File: src/rtl/bf_data_arbiter_pkg.sv
`default_nettype none
// ============================================================================
//  Module      : bf_data_arbiter_pkg
//  Description : Shared definitions for the BF data-RAM arbiter: default
//                data-path widths, BF opcode characters and the arbitration
//                winner encoding.
//  Revision    : 1.0 - initial release
// ============================================================================
package bf_data_arbiter_pkg;

  // Default widths, matching the core's DATA_ADDR_WIDTH / DATA_VALUE_WIDTH.
  localparam int c_ADDR_W = 8;
  localparam int c_DATA_W = 8;

  // BF opcode characters as they appear in program memory.
  localparam logic [7:0] c_OP_RIGHT = 8'h3E;  // '>'
  localparam logic [7:0] c_OP_LEFT  = 8'h3C;  // '<'
  localparam logic [7:0] c_OP_INC   = 8'h2B;  // '+'
  localparam logic [7:0] c_OP_DEC   = 8'h2D;  // '-'
  localparam logic [7:0] c_OP_OUT   = 8'h2E;  // '.'
  localparam logic [7:0] c_OP_IN    = 8'h2C;  // ','
  localparam logic [7:0] c_OP_LOOP  = 8'h5B;  // '['
  localparam logic [7:0] c_OP_END   = 8'h5D;  // ']'

  // Which requester owned the RAM on the most recent grant.
  typedef enum logic {
    WIN_CPU  = 1'b0,
    WIN_HOST = 1'b1
  } win_t;

endpackage : bf_data_arbiter_pkg
`default_nettype wire

File: src/rtl/bf_data_arbiter.sv
`default_nettype none
// ============================================================================
//  Module      : bf_data_arbiter
//  Description : Shares one single-port, 1-cycle-latency data RAM between the
//                BF core and a host/debug port with 2-way round-robin
//                arbitration. The core is stalled (cpu_en=0) only when it
//                requests and loses; its read data is held across host
//                traffic.
//  Ports       : clk, reset (sync, active-high)
//                cpu_*  : core data bus (addr/ren/wen/wval in, rval/en out)
//                host_* : host request/grant, read data with host_rvalid
//                ram_*  : single-port RAM interface
//                host_lock : present only when BF_ARB_LOCK_EN is defined
//  Config      : `define BF_ARB_LOCK_EN adds host_lock (debug freeze).
//  Revision    : 1.0 - initial release
// ============================================================================
module bf_data_arbiter
  import bf_data_arbiter_pkg::*;
#(
  parameter int ADDR_W = c_ADDR_W,
  parameter int DATA_W = c_DATA_W
) (
  input  logic              clk,
  input  logic              reset,
  input  logic [ADDR_W-1:0] cpu_addr,
  input  logic              cpu_ren,
  input  logic              cpu_wen,
  input  logic [DATA_W-1:0] cpu_wval,
  output logic [DATA_W-1:0] cpu_rval,
  output logic              cpu_en,
  input  logic              host_req,
  input  logic              host_we,
  input  logic [ADDR_W-1:0] host_addr,
  input  logic [DATA_W-1:0] host_wval,
  output logic              host_gnt,
  output logic              host_rvalid,
  output logic [DATA_W-1:0] host_rval,
  output logic [ADDR_W-1:0] ram_addr,
  output logic              ram_ren,
  output logic              ram_wen,
  output logic [DATA_W-1:0] ram_wval,
  input  logic [DATA_W-1:0] ram_rval
`ifdef BF_ARB_LOCK_EN
  ,
  input  logic              host_lock
`endif
);

  win_t              r_last_win;
  logic              r_cpu_rd_q;
  logic              r_host_rd_q;
  logic [DATA_W-1:0] r_cpu_hold;

  logic w_cpu_act;
  logic w_lock;
  logic w_host_pick;
  logic w_host_gnt;
  logic w_cpu_gnt;

  assign w_cpu_act = cpu_ren | cpu_wen;

`ifdef BF_ARB_LOCK_EN
  // Lock only engages outside any core access, including the cycle in which
  // a core read returns, so a core read is never split by the freeze.
  assign w_lock = host_lock & ~w_cpu_act & ~r_cpu_rd_q;
`else
  assign w_lock = 1'b0;
`endif

  // Host wins when locked, when uncontested, or on a tie after a CPU win.
  assign w_host_pick = host_req & (w_lock | ~w_cpu_act | (r_last_win == WIN_CPU));

  // Nothing is issued to the RAM while reset is asserted.
  assign w_host_gnt = ~reset & w_host_pick;
  assign w_cpu_gnt  = ~reset & w_cpu_act & ~w_host_pick;

  assign cpu_en   = ~(w_cpu_act & w_host_pick) & ~w_lock;
  assign host_gnt = w_host_gnt;

  always_comb begin
    ram_addr = '0;
    ram_ren  = 1'b0;
    ram_wen  = 1'b0;
    ram_wval = '0;
    if (w_host_gnt) begin
      ram_addr = host_addr;
      ram_ren  = ~host_we;
      ram_wen  = host_we;
      ram_wval = host_wval;
    end else if (w_cpu_gnt) begin
      ram_addr = cpu_addr;
      ram_ren  = cpu_ren;
      ram_wen  = cpu_wen;
      ram_wval = cpu_wval;
    end
  end

  always_ff @(posedge clk) begin
    if (reset) begin
      r_last_win  <= WIN_HOST;
      r_cpu_rd_q  <= 1'b0;
      r_host_rd_q <= 1'b0;
      r_cpu_hold  <= '0;
    end else begin
      if (w_host_gnt) begin
        r_last_win <= WIN_HOST;
      end else if (w_cpu_gnt) begin
        r_last_win <= WIN_CPU;
      end
      r_cpu_rd_q  <= w_cpu_gnt & cpu_ren;
      r_host_rd_q <= w_host_gnt & ~host_we;
      // Capture the core's read data so later host reads cannot disturb it.
      if (r_cpu_rd_q) begin
        r_cpu_hold <= ram_rval;
      end
    end
  end

  assign cpu_rval    = r_cpu_rd_q ? ram_rval : r_cpu_hold;
  assign host_rvalid = r_host_rd_q;
  assign host_rval   = ram_rval;

endmodule : bf_data_arbiter
`default_nettype wire
File: config.mk
export PLATFORM = sky130hd
export DESIGN_NAME = bf_data_arbiter
export DESIGN_NICKNAME = d
export VERILOG_FILES = /design/src/rtl/bf_data_arbiter_pkg.sv /design/src/rtl/bf_data_arbiter.sv
export SDC_FILE = /design/constraint.sdc
export NUM_CORES = 1
export LEC_CHECK = 0
export CAP_MARGIN = 5
export CORE_UTILIZATION = 26
export DETAILED_ROUTE_END_ITERATION = 12
export GPL_TIMING_DRIVEN = 0
export HOLD_SLACK_MARGIN = 0.06
export PLACE_DENSITY = 0.88
export SYNTH_ARGS = -nofsm -noshare
export SYNTH_HDL_FRONTEND = slang
export SYNTH_SLANG_ARGS = --single-unit
export TNS_END_PERCENT = 1
File: constraint.sdc
create_clock -name clk -period 1.85 [get_ports clk]
set_input_delay 0.4625 -clock clk [delete_from_list [all_inputs] [get_ports clk]]
set_output_delay 0.4625 -clock clk [all_outputs]
set_load 0.05 [all_outputs]
; Yosys cells after proc, flatten, opt, wreduce, memory -nomap -nowiden
; Cells that the tools add are included.
[classes]
reduce_logical = 1
n_bitwise = 15
mux = 9
[op_table]
columns = op, count
row1 = 8-bit 2-to-1 mux, 5
row2 = 1-bit AND, 7
row3 = 1-bit NOT, 6
row4 = 1-bit 2-to-1 mux, 4
row5 = 1-bit OR, 2
row6 = 2-bit OR reduction, 1
[totals]
ff_bits = 11
in_bits = 46
word_cells = 29

; Longest topological paths before layout
[logic_depth]
depth_word = 8
ltp_mapped = 5
depth_no_buf = 3

; Least setup slack after synthesis
; Ideal clock, no wire load.
[synth_timing]
kind = input -> output
start = input cpu_wen
end = output cpu_en
path_slack_ns = -0.171
t_arrival_ns = 1.559
t_required_ns = 1.387
path_buffers = 0
path_stages = 1
cell_sequence = o21ai_0
[synth_via]
elab_chain_len = 6
[synth_rtl]
columns = item, line
row1 = start: declaration, bf_data_arbiter.sv:27  ; input logic cpu_wen,
row2 = 1-bit OR (*), bf_data_arbiter.sv:60  ; assign w_cpu_act = cpu_ren | cpu_wen;
row3 = 1-bit NOT, bf_data_arbiter.sv:71  ; assign w_host_pick = host_req & (w_lock | ~w_cpu_act | (r_last_win == WIN_CPU));
row4 = 1-bit OR, bf_data_arbiter.sv:71
row5 = 1-bit AND, bf_data_arbiter.sv:71
row6 = 1-bit AND (*), bf_data_arbiter.sv:77  ; assign cpu_en = ~(w_cpu_act & w_host_pick) & ~w_lock;
row7 = 1-bit NOT (*), bf_data_arbiter.sv:77
row8 = end: declaration, bf_data_arbiter.sv:30  ; output logic cpu_en,
; Every way passes the cells marked *; elsewhere a longest branch is shown, timed or not.

; Worst setup path in the final report
[layout_timing]
start = register r_last_win
end = output ram_wval[2]
[layout_via]
elab_chain_len = 7
[layout_rtl]
columns = item, line
row1 = start: declaration, bf_data_arbiter.sv:49  ; win_t r_last_win;
row2 = start signal: assignment, bf_data_arbiter.sv:100  ; r_last_win <= WIN_HOST;
row3 = start signal: assignment, bf_data_arbiter.sv:106  ; r_last_win <= WIN_HOST;
row4 = start signal: assignment, bf_data_arbiter.sv:108  ; r_last_win <= WIN_CPU;
row5 = 1-bit NOT (*), bf_data_arbiter.sv:71
row6 = 1-bit OR (*), bf_data_arbiter.sv:71
row7 = 1-bit AND (*), bf_data_arbiter.sv:71
row8 = 1-bit NOT, bf_data_arbiter.sv:75  ; assign w_cpu_gnt = ~reset & w_cpu_act & ~w_host_pick;
row9 = 1-bit AND, bf_data_arbiter.sv:75
row10 = 8-bit 2-to-1 mux, bf_data_arbiter.sv:90  ; end else if (w_cpu_gnt) begin
row11 = 8-bit 2-to-1 mux (*), bf_data_arbiter.sv:85  ; if (w_host_gnt) begin
row12 = end: declaration, bf_data_arbiter.sv:41  ; output logic [DATA_W-1:0] ram_wval,
; Marked as above.

==> results.sh <==
export IMPL_worst_pin_slew_ns=0.5051
export IMPL_portBuffers=82
export IMPL_worstSetupPathType="flip-flop to output port"
export IMPL_clockBufferDepth=2
export IMPL_first_iter_violations=2
export IMPL_crit_family="buffers and inverters"
export IMPL_setup_slack_ns=-0.1175
export IMPL_synthesis_area_um2=700.7
export IMPL_worst_r2r_endpoint="host_rvalid"
export IMPL_finalHoldViolCount=0
export IMPL_switching_share=0.4004
export IMPL_start_util=0.2778
export IMPL_place_gp_congestion=0.6671
export IMPL_clock_skew_ns=0.007397
export IMPL_holdCritStartpoint="cpu_ren"
export IMPL_nNetsFinal=210
export IMPL_max_freq_mhz=508.3
export IMPL_rsz0062_at_grt="yes"
export IMPL_clock_latency_ns=0.26
export IMPL_synth_nets=119
export IMPL_ys_seq_area_frac=0.3143
export IMPL_syn_area_per_cell_um2=9.598
export IMPL_ioPinCount=83
export IMPL_grt_max_degree=11
export IMPL_synth_most_common_cell="a22o_1"
export IMPL_clock_sinks=11
export IMPL_synth_top_cell_by_area="dfxtp_1"
export IMPL_p_comb_frac=0.569
export IMPL_worstPathMaxFanout=6
export IMPL_violations="negative setup slack"
export IMPL_antennaDiodeCount=0
export IMPL_ys_warn_count=0
export IMPL_required_ns=1.39
export IMPL_clk_pin_slew_ns=0.07
export IMPL_grt_overflow=0
export IMPL_critPathMaxStageDelay_ns=0.37
export IMPL_synth_edf_count=0
export IMPL_cp_common_cell="buf_6"
export IMPL_ctsRootBufferMaster="clkbuf_4"
export IMPL_whs_path_depth=2
export IMPL_drc=0
export IMPL_synth_cell_types=19
export IMPL_cts_buffers=3
export IMPL_detailed_place_hpwl_mm=2.000
export IMPL_path_buf_inv=3
export IMPL_p_leak_nw=0.7471
export IMPL_share_seq_of_total_power=0.263
export IMPL_cp_slowest_cell="dfxtp_4"
export IMPL_antenna_found_initial=0
export IMPL_r2r_setup_slack_ns=0.74
export IMPL_arrival_ns=1.50
export IMPL_drtAntennaViolNets=0
export IMPL_dr_total_vias=891
export IMPL_finalSetupViolCount=22
export IMPL_worstReg2RegStart="r_last_win"
export IMPL_slew_violations=0
export IMPL_die_area_um2=2906
export IMPL_synth_top_area_frac=0.3143
export IMPL_wl_per_cell_um=13.22
export IMPL_powerDensity_nw_per_um2=587.7
export IMPL_die_width_um=53.91
export IMPL_grt_use_total=0.1854
export IMPL_holdWs_ns=0.4621
export IMPL_core_area_um2=2522
export IMPL_crit_chain="o21ai_1, and3b_1, buf_6, buf_6, a22o_1, buf_6"
export IMPL_cts_htree_levels=1
export IMPL_ys_flop_type="dfxtp_1"
export IMPL_grt_pass1_wl_mm=3.877
export IMPL_syn_to_final_growth_pct=134.6
export IMPL_synth_area_leaders="dfxtp_1 (31%), a22o_1 (21%), mux2_2 (13%), buf_4 (9.6%), nor2b_1 (8.0%)"
export IMPL_ir_worst_vdd_mv=0.3650
export IMPL_rows=18
export IMPL_drive_gt1_frac=0.4417
export IMPL_status="finished with violations"
export IMPL_ys_top_cells_by_count="a22o_1 (17), dfxtp_1 (11), buf_4 (9), nor2b_1 (9), mux2_2 (8)"
export IMPL_crit_path_end_kind="output port"
export IMPL_total_power_w=0.0009662
export IMPL_die_h_um=53.91
export IMPL_finalCriticalPeriod_ns=1.967
export IMPL_fin_tns_setup_ns=-1.844
export IMPL_intPower_w=0.0005794
export IMPL_hold_end="r_cpu_rd_q"
export IMPL_routed_wl_mm=2.551
export IMPL_fin_util=0.6518
export IMPL_p_switching_w=0.0003868
export IMPL_p_clk_frac=0.169
export IMPL_dr_pass1_iters=3
export IMPL_max_cap_viol_count=0
export IMPL_async_flop_share=0
export IMPL_slew_limit_headroom=0.6646
export IMPL_synth_cells=73
export IMPL_fin_crit_sh=1.063
export IMPL_startpoint_type="flip-flop"
export IMPL_ys_ff_latch=11
export IMPL_tritoncts="done"
export IMPL_hp_class="input port to flip-flop"
export IMPL_viasPerCell=4.617
export IMPL_grt_pass1_vias=991
export IMPL_worstRegToRegCells=5
## power groups by stage
| stage | clock (W) | combinational [W] | sequential, W |
|---|---|---|---|
| 2_1_floorplan | 0 | 0.000303 | 0.000260 |
| 3_3_place_gp | 0 | 0.000521 | 0.000258 |
| 3_5_place_dp | 0 | 0.000527 | 0.000258 |
| 4_1_cts | 0.000166 | 0.000546 | 0.000254 |
| 5_1_grt | 0.000177 | 0.000575 | 0.000255 |
| 6_report | 0.000163 | 0.000550 | 0.000254 |
## flip-flops by register name, summed over array words and instances, names as in the netlist
name         flops
r_cpu_hold       8
r_last_win       1
r_cpu_rd_q       1
host_rvalid      1
## metal layers
metal	vias up	wire length, um	share of wire	GRT usage
li1	434	-	-	-
met1	404	972	0.38	0.2037
met2	51	1342	0.53	0.3374
met3	2	228	0.089	0.05650
met4	0	8	0.0031	0.05263
met5	-	0	0	0
## worst max path at each step
stage                           from           to  slack (ns)  depth (start not counted)
after floorplan             host_req      ram_wen       -0.14                          3
after CTS                 r_last_win  ram_wval[4]       -0.12                          6
after global placement       cpu_ren  ram_addr[4]       -1.20                          6
final                     r_last_win  ram_wval[2]       -0.12                          6
after detailed placement     cpu_ren  ram_addr[4]       -1.23                          6
after global routing      r_last_win  ram_wval[4]       -0.21                          6
## repair_timing
item | in CTS | in global routing
gates resized for setup | 225 | 4
setup buffers | 1 | 0
endpoints found under the setup margin | 37 | 27
pin swaps | 13 | 0
gates cloned | 3 | 0
hold buffers | 0 | 0
## through the flow
step	cells	setup slack, ns	area [um^2]
detailed placement	185	-1.232	1559
finish	193	-0.1175	1644
floorplan	73	-0.1429	700.7
global placement	185	-1.200	1559
global route	193	-0.2057	1644
CTS	193	-0.1229	1630
## worst reg2reg max path, stage by stage, from the launching register on
cell     delay, ns
dfxtp_4       0.37
o21ai_1       0.06
and3b_1       0.19
buf_6         0.14
buf_6         0.12
and2_1        0.14
## cells by family after synthesis
group,share of synthesized area
AOI/OAI and AO/OA,0.2339
buffers and inverters,0.1464
DFF,0.3143
muxes,0.1286
and+or+nand+nor,0.1768
## area by class of cell
class,count,area (um^2)
Fill cell,189,878.3
Inverter,1,3.754
Clock buffer,4,26.28
Tap cell,30,37.54
Buffer,13,106.4
Sequential cell,11,224.0
Timing Repair Buffer,86,854.6
Multi-Input combinational cell,48,391.6
## cell usage in the layout (no fill, tap or decap), drive strengths merged, types with 3 or more instances in the layout
cell type      count
a22o              17
buf               48
clkbuf             6
clkdlybuf4s15      6
clkdlybuf4s50     41
dfxtp             11
mux2               8
nand2              3
nor2b              9
Note: power is estimated with default switching activity, not from simulation.
==> edit: new RTL, same settings <==
Make the reset (`reset`) asynchronous in one clocked block.
--- a/src/rtl/bf_data_arbiter.sv
+++ b/src/rtl/bf_data_arbiter.sv
@@ -96,5 +96,5 @@
   end
 
-  always_ff @(posedge clk) begin
+  always_ff @(posedge clk or posedge reset) begin
     if (reset) begin
       r_last_win  <= WIN_HOST;
Formal check against the unedited RTL: differs if reset is asserted again (counterexample within 4 cycles, from zero or initial values and one cycle with reset high); with reset held inactive, the same outputs for 10 cycles.
==> edit against the original RTL <==
  * The flow still finishes with violations (negative setup slack)
  * Total power is 36% higher
  * Worst setup slack worse by 180 ps
  * Sequential cell count stayed put
  * Area after synthesis is 0.18% higher
  * Clock skew is 3.3 ps lower
  * Count of clock-buffer cells in the layout stayed put
  * Routed wire length is 9.6% higher
  * Design area is 0.84% higher
  * Clock power is 6% lower
  * Critical path type unchanged
  * Highest routed layer unchanged
==> edit: results <==
[yosys]
syn_nets = 110
synth_compound_area_share_pct = 24.4
netlist_top_cells_area = "dfrtp_1, a22o_1, buf_4, mux2_1, mux2_2"
synth_cell_types = 22
ys_seq_area_share_pct = 39.4
syn_avg_cell_area_sq_um = 11.0

[cells_and_area]
final.fill_count = 210
nNetsFinal = 203
drive_gt1_share_pct = 42.9
fin_cells = 186

[global_route]
grt_pass1_vias = 905
met1_usage_pct = 18.3
grt_max_degree = 12
track_usage_pct = 18.7
met3_usage_pct = 3.95

[placed_design]
dp_hpwl_mm = 2.20
place_area_sq_mm = 0.00156

[timing]
worst_slack_ps = -299
slew_headroom_pct = 65.9
tns_ps = -5770
setup_viol = 26

[detailed_routing]
drtIter0Drc = 7
drt-pass1-iter-count = 4
met3_length_um = 169
wl_met2_mm = 1.68
vias = 867
wirelength_mm = 2.80

[worst_setup_path]
reg2reg_depth = 3
crit_arrival_ps = 1690
worst-r2r-setup-slack_ps = 820
reg2reg_to = "r_last_win$_DFFE_PP1P_"
critical_path.top_delay_family = "flip-flops"
crit_start = "r_last_win$_DFFE_PP1P_"
crit_path_max_fanout = 5
endpoint = "ram_addr[5]"

[clock_tree]
post_cts_buffers = 4

[worst_hold_path]
hp-class = "in2async"

[pwr]
p_leak_uw = 0.000789

[status]
status = "finished, violations left"
violations = "negative setup slack"
-- edit: how the worst min path moves through the flow --
stage	start	end	slack, ps
CTS	reset	host_rvalid$_DFF_PP0_	400
finish	reset	host_rvalid$_DFF_PP0_	390
detailed placement	r_cpu_hold[6]$_DFF_PP0_	r_cpu_hold[6]$_DFF_PP0_	480
global route	reset	r_cpu_hold[1]$_DFF_PP0_	440
floorplan	reset	host_rvalid$_DFF_PP0_	310
global placement	r_cpu_hold[4]$_DFF_PP0_	r_cpu_hold[4]$_DFF_PP0_	460
-- edit: area by class of cell --
class / instances / area [sq um] / share of cell area [%]
clock buffers: 4 / 26.3 / 1.58
multi-input cells: 40 / 354 / 21.4
well taps: 30 / 37.5 / 2.26
plain buffers: 11 / 93.8 / 5.66
flip-flops and latches: 11 / 278 / 16.8
repair buffers: 89 / 865 / 52.2
inverters: 1 / 3.75 / 0.226
-- edit: power breakdown --
part / internal, uW / total, uW / switching, uW
clock: 83.2 / 154 / 71.3
sequential: 293 / 316 / 22.7
combinational: 337 / 840 / 503
